--- src/rtl/vga_pkg.sv ---
// vga_pkg: shared VGA timing constants, layout mode codes and scan-out pipeline flag type
package vga_pkg;
  localparam int H_ACTIVE_DEF = 640;
  localparam int H_FRONT_DEF  = 16;
  localparam int H_SYNC_DEF   = 96;
  localparam int H_BACK_DEF   = 48;
  localparam int V_ACTIVE_DEF = 480;
  localparam int V_FRONT_DEF  = 10;
  localparam int V_SYNC_DEF   = 2;
  localparam int V_BACK_DEF   = 33;
  localparam int MODE_PAGE    = 0;
  localparam int MODE_LINEAR  = 1;
  typedef struct packed {
    logic       act;
    logic       hs;
    logic       vs;
    logic       fs;
    logic [2:0] row;
  } flags_t;
  function automatic int total(input int a, input int b, input int c, input int d);
    return a + b + c + d;
  endfunction
endpackage

--- src/rtl/vga_timing_gen.sv ---
// vga_timing_gen: free-running h/v counters with active, sync and frame-start flags
module vga_timing_gen
  import vga_pkg::*;
#(
  parameter int H_ACTIVE = H_ACTIVE_DEF,
  parameter int H_FRONT  = H_FRONT_DEF,
  parameter int H_SYNC   = H_SYNC_DEF,
  parameter int H_BACK   = H_BACK_DEF,
  parameter int V_ACTIVE = V_ACTIVE_DEF,
  parameter int V_FRONT  = V_FRONT_DEF,
  parameter int V_SYNC   = V_SYNC_DEF,
  parameter int V_BACK   = V_BACK_DEF,
  parameter int HW       = $clog2(total(H_ACTIVE, H_FRONT, H_SYNC, H_BACK)),
  parameter int VW       = $clog2(total(V_ACTIVE, V_FRONT, V_SYNC, V_BACK))
) (
  input  logic          Clock,
  input  logic          Reset,
  output logic [HW-1:0] h_count,
  output logic [VW-1:0] v_count,
  output logic          act,
  output logic          hs,
  output logic          vs,
  output logic          frame_start
);
  localparam int H_TOTAL = total(H_ACTIVE, H_FRONT, H_SYNC, H_BACK);
  localparam int V_TOTAL = total(V_ACTIVE, V_FRONT, V_SYNC, V_BACK);
  logic [31:0] hc, vc;
  logic        h_last, v_last;
  assign hc          = 32'(h_count);
  assign vc          = 32'(v_count);
  assign h_last      = hc == H_TOTAL - 1;
  assign v_last      = vc == V_TOTAL - 1;
  assign act         = hc < H_ACTIVE && vc < V_ACTIVE;
  assign hs          = hc >= H_ACTIVE + H_FRONT && hc < H_ACTIVE + H_FRONT + H_SYNC;
  assign vs          = vc >= V_ACTIVE + V_FRONT && vc < V_ACTIVE + V_FRONT + V_SYNC;
  assign frame_start = hc == 0 && vc == 0;
  always_ff @(posedge Clock or negedge Reset)
    if (!Reset) begin
      h_count <= '0;
      v_count <= '0;
    end else begin
      h_count <= h_last ? '0 : h_count + 1'b1;
      if (h_last) v_count <= v_last ? '0 : v_count + 1'b1;
    end
endmodule

--- src/rtl/vga_fb_scanout.sv ---
// vga_fb_scanout: VGA scan-out reading a byte-wide framebuffer, with integer up-scaling and page/linear layouts
module vga_fb_scanout
  import vga_pkg::*;
#(
  parameter int H_ACTIVE    = H_ACTIVE_DEF,
  parameter int H_FRONT     = H_FRONT_DEF,
  parameter int H_SYNC      = H_SYNC_DEF,
  parameter int H_BACK      = H_BACK_DEF,
  parameter int V_ACTIVE    = V_ACTIVE_DEF,
  parameter int V_FRONT     = V_FRONT_DEF,
  parameter int V_SYNC      = V_SYNC_DEF,
  parameter int V_BACK      = V_BACK_DEF,
  parameter int SCALE_LOG2  = 2,
  parameter int MODE        = MODE_PAGE,
  parameter int RAM_LATENCY = 1,
  parameter bit SYNC_POL    = 1'b0,
  parameter int ADDR_W      = 12
) (
  input  logic              Clock,
  input  logic              Reset,
  output logic [ADDR_W-1:0] Address_o,
  input  logic [7:0]        Data_i,
  output logic              Red_o,
  output logic              Green_o,
  output logic              Blue_o,
  output logic              HSync_o,
  output logic              VSync_o,
  output logic              FrameStart_o,
  output logic              Active_o
);
  localparam int HW   = $clog2(total(H_ACTIVE, H_FRONT, H_SYNC, H_BACK));
  localparam int VW   = $clog2(total(V_ACTIVE, V_FRONT, V_SYNC, V_BACK));
  localparam int D    = RAM_LATENCY + 1;
  localparam int W    = H_ACTIVE >> SCALE_LOG2;
  localparam int ROWS = MODE == MODE_PAGE ? (V_ACTIVE >> SCALE_LOG2) >> 3 : V_ACTIVE >> SCALE_LOG2;
  if (H_ACTIVE % (1 << SCALE_LOG2) != 0 || V_ACTIVE % (1 << SCALE_LOG2) != 0 ||
      (MODE == MODE_PAGE && (V_ACTIVE >> SCALE_LOG2) % 8 != 0) ||
      longint'(ROWS) * longint'(W) > (64'd1 << ADDR_W) ||
      SCALE_LOG2 < 0 || SCALE_LOG2 > 3 || RAM_LATENCY < 1 || RAM_LATENCY > 3) begin : g_illegal
    $error("vga_fb_scanout: illegal parameter combination");
  end
  logic [HW-1:0]     h_count;
  logic [VW-1:0]     v_count;
  logic              act, hs, vs, fs;
  logic [31:0]       hpix, vpix;
  logic [ADDR_W-1:0] addr0;
  flags_t            f0, fl;
  flags_t            pipe [D];
  logic [2:0]        pix;
  vga_timing_gen #(
    .H_ACTIVE(H_ACTIVE), .H_FRONT(H_FRONT), .H_SYNC(H_SYNC), .H_BACK(H_BACK),
    .V_ACTIVE(V_ACTIVE), .V_FRONT(V_FRONT), .V_SYNC(V_SYNC), .V_BACK(V_BACK),
    .HW(HW), .VW(VW)
  ) u_timing (
    .Clock(Clock), .Reset(Reset), .h_count(h_count), .v_count(v_count),
    .act(act), .hs(hs), .vs(vs), .frame_start(fs)
  );
  assign hpix  = 32'(h_count) >> SCALE_LOG2;
  assign vpix  = 32'(v_count) >> SCALE_LOG2;
  assign addr0 = ADDR_W'((MODE == MODE_PAGE ? vpix >> 3 : vpix) * 32'(W) + hpix);
  assign f0    = {act, hs, vs, fs, vpix[2:0]};
  assign fl    = pipe[D-1];
  // Page mode picks the bit for this pixel's row within the 8-row byte column
  assign pix   = MODE == MODE_LINEAR ? Data_i[2:0] : {3{Data_i[fl.row]}};
  always_ff @(posedge Clock or negedge Reset)
    if (!Reset) begin
      Address_o <= '0;
      for (int i = 0; i < D; i++) pipe[i] <= '0;
    end else begin
      Address_o <= act ? addr0 : '0;
      pipe[0]   <= f0;
      for (int i = 1; i < D; i++) pipe[i] <= pipe[i-1];
    end
  always_ff @(posedge Clock or negedge Reset)
    if (!Reset) begin
      {Red_o, Green_o, Blue_o} <= 3'b000;
      HSync_o                  <= ~SYNC_POL;
      VSync_o                  <= ~SYNC_POL;
      FrameStart_o             <= 1'b0;
      Active_o                 <= 1'b0;
    end else begin
      {Red_o, Green_o, Blue_o} <= fl.act ? pix : 3'b000;
      HSync_o                  <= fl.hs ? SYNC_POL : ~SYNC_POL;
      VSync_o                  <= fl.vs ? SYNC_POL : ~SYNC_POL;
      FrameStart_o             <= fl.fs;
      Active_o                 <= fl.act;
    end
endmodule
--- config.mk ---
export PLATFORM = sky130hd
export DESIGN_NAME = vga_fb_scanout
export DESIGN_NICKNAME = d
export VERILOG_FILES = /design/src/rtl/vga_pkg.sv /design/src/rtl/vga_timing_gen.sv /design/src/rtl/vga_fb_scanout.sv
export SDC_FILE = /design/constraint.sdc
export NUM_CORES = 1
export LEC_CHECK = 0
export BUFFER_PORTS_ARGS = -buffer_cell sky130_fd_sc_hd__buf_4
export CAP_MARGIN = 30
export CORE_AREA = 3 3 88 69
export CTS_BUF_LIST = sky130_fd_sc_hd__clkbuf_8
export CTS_CLUSTER_SIZE = 24
export DETAILED_ROUTE_END_ITERATION = 7
export DIE_AREA = 0 0 91 72
export HOLD_SLACK_MARGIN = 0.03
export PLACE_DENSITY = 0.72
export SLEW_MARGIN = 20
export SYNTH_ARGS = -nofsm -noshare
export SYNTH_HDL_FRONTEND = slang
export SYNTH_SLANG_ARGS = --single-unit
--- constraint.sdc ---
create_clock -name Clock -period 3 [get_ports Clock]
set_clock_uncertainty 0.05 [all_clocks]
set_input_delay 0.15 -clock Clock [delete_from_list [all_inputs] [get_ports Clock]]
set_output_delay 0.15 -clock Clock [all_outputs]
set_load 0.02 [all_outputs]
==> Implementation_results.wiki, run 1 <==
{| class="wikitable"
! Metric !! Value
|-
| Worst slew pin tran || 0.608 ns
|-
| Critical-path cell with the highest stage delay || dfrtp_1
|-
| RSZ-0062 raised after global routing || false
|-
| XOR/XNOR share of the synthesized area || 5.60%
|-
| Yosys top cell by area || dfrtp_1
|-
| Number of sinks handled by clock tree synthesis || 51
|-
| Critical hold path startpoint || Data_i[4]
|-
| Syn Std Cell Area || 2350 um2
|-
| Post-Syn Area per Cell || 11.8 um2
|-
| Type of element capturing the critical path || register
|-
| Final net count || 251
|-
| Final standard cell count with taps included and fillers excluded || 302
|-
| Worst reg2reg path startpoint || u_timing.v_count[6]
|-
| Number of search-and-repair iterations in the first detailed-routing pass || 4
|-
| Cell type group with the largest total delay on the critical path || adder cells
|-
| Reported max-cap violation count || 0
|-
| Starting density of the core || 44.3%
|-
| Vias in the first global route || 1449
|-
| Primary flip-flop cell chosen by synthesis mapping || dfrtp_1
|-
| Power per cell area || 418 nW/um2
|-
| Count of cells resized by post-cts repair || 0
|-
| Synth Register Bits || 51
|-
| Rel. slew slack || 59.5%
|-
| Global-route wire length before repair || 6630 um
|-
| Synth cell types || 44
|-
| Detailed router's first-iteration violation count || 64
|-
| Number of clock buffers inserted by TritonCTS || 5
|-
| Endpoint, Worst Hold || Blue_o
|-
| Die area || 6550 um2
|-
| Clock-pin slew reported for the worst setup and hold paths after clock tree synthesis || 0.10 ns
|-
| Number of buffers inserted by hold repair at cts || 1
|-
| Post-Synth Adder-Cell Area || 8.64%
|-
| Complex-gate fraction of the synthesized area || 4.80%
|-
| Number of instances in the synthesized netlist || 199
|-
| Ordered cell list for the critical path || ha_1 -> ha_1 -> inv_1 -> fa_1 -> nand3b_1 -> o21ai_0 -> xnor2_1 -> nor2_1
|-
| Critical path arrival || 2.47 ns
|-
| Worst path depth || 8
|-
| Setup TNS Final || 0 ns
|-
| Overall via count from detail_route || 1521
|-
| Via density per instance || 5.04
|-
| Maximum level of the CTS H-tree || 2
|-
| Total Power || 1.13 mW
|-
| Area share of the largest cell type after synthesis || 52.2%
|-
| Count of cells along the worst hold path || 4
|-
| Status || finished, final reports clean
|-
| Maximum fanout count along the critical path || 7
|-
| Synthesized-area fraction occupied by and/or/nand/nor cells || 19.8%
|-
| Number of enable flip-flop cells after synthesis || 0
|-
| Clock network latency to the later pin of the worst-skew pair || 0.31 ns
|-
| Final cycle utilization of the critical path || 77.4%
|-
| Crit path time final || 2.32 ns
|-
| Post-detailed-route DRC marker count || 0
|-
| Clk buf depth || 2
|-
| Kind of critical path || register to register
|-
| Number of I/O pins || 29
|-
| R2R cell count || 8
|-
| Total global-route track usage || 12.9%
|-
| Dpl hpwl || 2690 um
|-
| Share of cell area taken by muxes after synthesis || 2.35%
|-
| Initial antenna violation count || 0
|-
| Ant diodes || 0
|-
| Async set or reset register ratio after synthesis || 100%
|-
| Leading post-synthesis cells by instance count || dfrtp_1 (49), ha_1 (13), nand3_1 (13), nand2_1 (12), xnor2_1 (12)
|-
| Main combinational cell family by area after synthesis || simple AND/OR/NAND/NOR gates
|-
| Data required, critical path || 3.15 ns
|-
| Average routed wire per standard cell || 12.6 um
|-
| Share of final-layout standard cells stronger than drive strength 1 || 21.1%
|-
| Cell with the most instances after synthesis || dfrtp_1
|-
| Crit-path max cell delay || 0.49 ns
|-
| Buffers inserted during post-CTS setup optimization || 0
|-
| Overall overflow remaining after global route || 0
|-
| Die Wd || 91 um
|-
| Largest net degree at the start of global routing || 52
|-
| Final slew viol count || 0
|-
| Maximum VDD drop || 184 uV
|-
| Hold Vio Cnt, Final || 0
|-
| IO buf count || 28
|-
| Clock root buffer || clkbuf_8
|-
| Die height || 72 um
|-
| Post-synthesis to final-layout area growth || 14.8%
|-
| Startpoint Class || register
|-
| Leakage dissipation || 1.32 nW
|-
| Number of synthesis warnings || 0
|-
| Slack of the worst reg-to-reg path || 0.68 ns
|-
| Peak Freq || 431 MHz
|-
| Post-Synthesis Net Count || 224
|-
| Buffering stage count on the worst path with inverters included || 1
|-
| CTS tree || done
|-
| Critical path's most frequent cell || ha_1
|-
| Reg-to-reg critical path endpoint || Address_o[10]
|-
| Worst hold path class || primary input to register
|-
| Count of filler cells inserted in the layout || 501
|-
| Weighted congestion at the end of routability-driven global placement || 0.809
|-
| Core area || 5300 um2
|-
| Final routed wirelength across all metal layers || 3790 um
|-
| Final number of setup-violating endpoints || 0
|-
| Antenna viol nets, final || 0
|-
| Main area contributors after synthesis || dfrtp_1 (52%), ha_1 (6.9%), xnor2_1 (4.5%), and3_1 (2.9%), nand3_1 (2.8%)
|-
| Cell Count Post-Placement || 293
|-
| Portion of the post-synthesis area used by sequential elements || 54.5%
|-
| Standard-cell rows || 23
|}
[area by class of cell]
class / count / area (um2) / area share (%)
repair buffers: 29 / 220 / 8.17
flip-flops and latches: 51 / 1280 / 47.4
inverters: 11 / 41.3 / 1.53
clock buffers: 5 / 68.8 / 2.55
well taps: 75 / 93.8 / 3.48
clock inverters: 3 / 26.3 / 0.975
multi-input cells: 128 / 966 / 35.8
[stage by stage]
stage / hold slack [ns] / worst slack, ns / area, um2 / util, %
after floorplan: -0.196 / 0.858 / 2350 / -
after global placement: 0.155 / 0.782 / 2590 / 48.9
after detailed placement: 0.162 / 0.709 / 2590 / 48.9
after CTS: 0.262 / 0.683 / 2700 / 50.9
after global routing: 0.262 / 0.519 / 2700 / 50.9
final: 0.266 / 0.679 / 2700 / 50.9
[worst max path at each step]
stage / start / to / slack, ns
after CTS: u_timing.v_count[6] / Address_o[10] / 0.68
final: u_timing.v_count[6] / Address_o[10] / 0.68
after detailed placement: u_timing.v_count[6] / Address_o[10] / 0.71
after global placement: u_timing.v_count[6] / Address_o[10] / 0.78
after global routing: u_timing.v_count[6] / Address_o[10] / 0.52
after floorplan: u_timing.v_count[6] / Address_o[10] / 0.86
[state kept, by name (all words and copies together), names as in the netlist]
name,cells
Address_o,12
u_timing.h_count,10
u_timing.v_count,10
fl,7
pipe,7
Active_o,1
Blue_o,1
FrameStart_o,1
HSync_o,1
VSync_o,1
[worst min-delay path, cell delays in order]
cell and delay [ns]:
buf_4 0.07, mux4_2 0.21, mux2i_1 0.06, nor2b_1 0.10
[cell usage in the layout, fill, tap and decap left out, types with 3 or more instances in the layout]
cell and n:
o21ai_0 7, nand2_1 12, xnor2_1 12, a21oi_1 5, inv_1 11, nand4_1 4, and3_1 11, clkbuf_8 5
nor4_1 5, nor2_1 9, dfrtp_1 49, xor2_1 3, nand3b_1 3, nand3_1 13, ha_1 13, buf_4 28
[routing by layer]
layer	global-route usage, %	wire length [um]	vias up
met3	5.39	246	4
met1	16.9	1720	722
met4	4.18	39	0
met2	19.7	1790	45
met5	0	0	-
li1	-	-	750
[power by group]
group | total, mW | switching, mW | internal, mW
combinational | 0.0301 | 0.0172 | 0.0128
clock | 0.409 | 0.238 | 0.172
sequential | 0.688 | 0.000446 | 0.688
total | 1.13 | 0.255 | 0.872
[kinds of logic (layout without fill, tap and decap cells)]
kind of cell             Yosys count  in the layout
AO/OA/AOI/OAI                     19             19
multiplexers                       3              3
flip-flops                        51             51
buffers and inverters             20             48
adder cells (fa/ha/maj)           15             15
AND/OR/NAND/NOR                   76             76
XOR/XNOR                          15             15
Power figures use the tool's default switching activity.
==> run 2, diff against run 1 <==
ABC_AREA = 1   (was not set)
CORE_AREA = 3 3 90 71   (was 3 3 88 69)
DIE_AREA = 0 0 93 74   (was 0 0 91 72)
clock period = 2.4 ns   (was 3 ns; I/O delays follow)
==> run 2 against run 1 <==
Sequential power increased by 25%. Register-to-register slack got worse by 0.43 ns. Combinational power increased by 27%. Final cell count increased by 31%. Sequential share of layout area decreased by 3.0 points. First-iteration DRC count increased by 59%. Die area increased by 5.0%. Setup slack got worse by 0.43 ns. Clock power increased by 15%. Global-route usage increased by 2.5 points. Flip-flop and latch count unchanged. Routed wire length increased by 21%. Largest power group unchanged. Highest routed layer unchanged.
==> Implementation_results.wiki, run 2 <==
{| class="wikitable"
! Metric !! Value
|-
| Cell with the most instances after synthesis || nor2_1
|-
| Startpoint Class || register
|-
| Power per cell area || 476 nW/um2
|-
| Worst reg2reg path startpoint || u_timing.v_count[8]
|-
| Die Wd || 93 um
|-
| Maximum VDD drop || 180 uV
|-
| Number of instances in the synthesized netlist || 281
|-
| Reg-to-reg critical path endpoint || Address_o[10]
|-
| Dpl hpwl || 3470 um
|-
| Post-Synthesis Net Count || 306
|-
| Max reg flops || 12
|-
| Post-synthesis to final-layout area growth || 16.1%
|-
| Core utilization of the finished layout || 50.9%
|-
| Maximum fanout count along the critical path || 5
|-
| Maximum level of the CTS H-tree || 2
|-
| Total Power || 1.37 mW
|-
| Synth Register Bits || 51
|-
| Die height || 74 um
|-
| Yosys top cell by area || dfrtp_1
|-
| Overall overflow remaining after global route || 0
|-
| Cell area reported after detailed placement || 2780 um2
|-
| Global-route wire length before repair || 8400 um
|-
| Starting density of the core || 43.9%
|-
| Final number of setup-violating endpoints || 0
|-
| Number of search-and-repair iterations in the first detailed-routing pass || 4
|-
| Clock network latency to the later pin of the worst-skew pair || 0.30 ns
|-
| Area occupied by multi-input gates || 1010 um2
|-
| Cell Count Post-Placement || 386
|-
| Die area || 6880 um2
|-
| Number of clock buffers inserted by TritonCTS || 5
|-
| Core area || 5650 um2
|-
| Total global-route track usage || 15.4%
|-
| Number of sinks handled by clock tree synthesis || 51
|-
| Worst setup endpoint || Address_o[10]
|-
| Worst hold path class || primary input to register
|-
| Rel. slew slack || 58.9%
|-
| Status || finished, final reports clean
|-
| Clock root buffer || clkbuf_8
|-
| Crit path time final || 2.15 ns
|-
| Leakage dissipation || 1.50 nW
|-
| Slack of the worst reg-to-reg path || 0.25 ns
|-
| Count of filler cells inserted in the layout || 551
|-
| Data required, critical path || 2.55 ns
|-
| Via density per instance || 4.74
|-
| Syn Std Cell Area || 2480 um2
|-
| Most common cell after layout, fill and taps aside || nor2_1
|-
| Worst slew pin tran || 0.616 ns
|-
| Final cycle utilization of the critical path || 89.4%
|-
| Detailed router's first-iteration violation count || 102
|-
| Post-Syn Area per Cell || 8.81 um2
|-
| Main area contributors after synthesis || dfrtp_1 (50%), nor2_1 (7.6%), nand2_1 (7.0%), inv_1 (6.7%), ha_1 (6.6%)
|-
| Async set or reset register ratio after synthesis || 100%
|-
| Area share of the largest cell type after synthesis || 49.5%
|-
| Weighted congestion at the end of routability-driven global placement || 0.905
|-
| Portion of the post-synthesis area used by sequential elements || 51.6%
|-
| Vias in the first global route || 1891
|-
| Largest net degree at the start of global routing || 52
|-
| Largest reg by FF count || Address_o
|-
| Registers with the highest flip-flop counts || Address_o: 12 flops, u_timing.h_count: 10 flops, u_timing.v_count: 10 flops
|-
| Final standard cell count with taps included and fillers excluded || 395
|-
| R2R cell count || 8
|-
| Summed area of non-filler cells in the final layout || 2880 um2
|-
| Ant diodes || 0
|-
| IO buf count || 28
|-
| Number of I/O pins || 29
|-
| Antenna viol nets, final || 0
|-
| Final routed wirelength across all metal layers || 4600 um
|-
| Critical hold path startpoint || Data_i[5]
|-
| Reported max-cap violation count || 0
|-
| Overall via count from detail_route || 1872
|-
| Primary flip-flop cell chosen by synthesis mapping || dfrtp_1
|-
| Peak Freq || 466 MHz
|-
| Number of buffers inserted by hold repair at cts || 1
|-
| Number of enable flip-flop cells after synthesis || 0
|-
| Clock-pin slew reported for the worst setup and hold paths after clock tree synthesis || 0.09 ns
|-
| Setup TNS Final || 0 ns
|-
| Average routed wire per standard cell || 11.7 um
|-
| Hold Vio Cnt, Final || 0
|-
| Clk buf depth || 2
|-
| Type of element capturing the critical path || register
|-
| Synth cell types || 26
|-
| Final slew viol count || 0
|-
| Worst Setup SP || u_timing.v_count[8]
|-
| Leading post-synthesis cells by instance count || nor2_1 (50), dfrtp_1 (49), nand2_1 (46), inv_1 (44), nand3_1 (17)
|-
| Standard-cell rows || 24
|-
| RSZ-0062 raised after global routing || false
|-
| Share of final-layout standard cells stronger than drive strength 1 || 15.5%
|-
| Count of cells resized by post-cts repair || 0
|-
| Storage cell area || 1280 um2
|-
| Kind of critical path || register to register
|-
| CTS tree || done
|-
| Most used cells in the layout excluding fill and tap cells || nor2_1 (50), dfrtp_1 (49), nand2_1 (46)
|-
| Final net count || 341
|-
| Post-detailed-route DRC marker count || 0
|-
| Critical path arrival || 2.30 ns
|-
| Initial antenna violation count || 0
|-
| Buffers inserted during post-CTS setup optimization || 0
|-
| Number of synthesis warnings || 0
|}
run 2: cell types whose count changed after synthesis, sizes merged, moves of 4 or more:
| cell | before | now |
|---|---|---|
| o21ai | 7 | 16 |
| xor2 | 3 | 8 |
| inv | 11 | 44 |
| nor2 | 9 | 55 |
| nand2 | 12 | 48 |
| nand3 | 13 | 19 |
| and3 | 13 | 0 |
| nor4 | 5 | 1 |
| xnor2 | 12 | 2 |
run 2: metal layers:
| layer | track usage [%] | vias to the layer above | share of wire (%) |
|---|---|---|---|
| met3 | 3.54 | 4 | 5.3 |
| met1 | 20.5 | 882 | 48 |
| met4 | 4.07 | 0 | 0.63 |
| met5 | 0 | - | 0 |
| li1 | - | 944 | - |
| met2 | 25.9 | 42 | 46 |
run 2: worst min-delay path by stage:
stage	slack, ns	end	depth (start not counted)
final	0.12	Blue_o	5
after detailed placement	0.14	u_timing.v_count[8]	1
after floorplan	-0.23	Active_o	0
after global routing	0.13	Blue_o	5
after CTS	0.11	Blue_o	5
after global placement	0.14	u_timing.v_count[4]	1
run 2: cell type report:
class | instances | share of cell area, %
Tap cell | 78 | 3.39
Multi-Input combinational cell | 183 | 35.2
Inverter | 44 | 5.74
Sequential cell | 51 | 44.5
Timing Repair Buffer | 31 | 8.18
Clock buffer | 5 | 2.39
Clock inverter | 3 | 0.609
run 2: through the flow:
stage	hold WS (ns)	worst slack, ns
floorplan	-0.226	0.341
global placement	0.137	0.362
detailed placement	0.137	0.282
CTS	0.114	0.267
global route	0.131	0.0899
finish	0.124	0.254
run 2: logic make-up (layout without fill, tap and decap cells):
group | Yosys count | count (layout) | synth area share [%]
simple gates | 135 | 135 | 24.4
flops | 51 | 51 | 51.6
buf+inv | 47 | 83 | 7.48
compound gates | 23 | 23 | 4.75
fa+ha+maj | 15 | 15 | 8.19
xor+xnor | 10 | 10 | 3.54
run 2: power breakdown:
| group | total, mW | internal (mW) | switching [mW] | leakage (nW) |
|---|---|---|---|---|
| clock | 0.471 | 0.202 | 0.269 | 0.0493 |
| sequential | 0.860 | 0.859 | 0.000578 | 0.663 |
| combinational | 0.0383 | 0.0150 | 0.0233 | 0.791 |
run 2: worst max-delay path: stages, from the launching register on:
cell     delay (ns)
dfrtp_1        0.45
ha_1           0.30
ha_1           0.22
inv_1          0.08
fa_1           0.46
nor2_1         0.16
nand4_1        0.12
a21oi_1        0.15
nor2_1         0.06
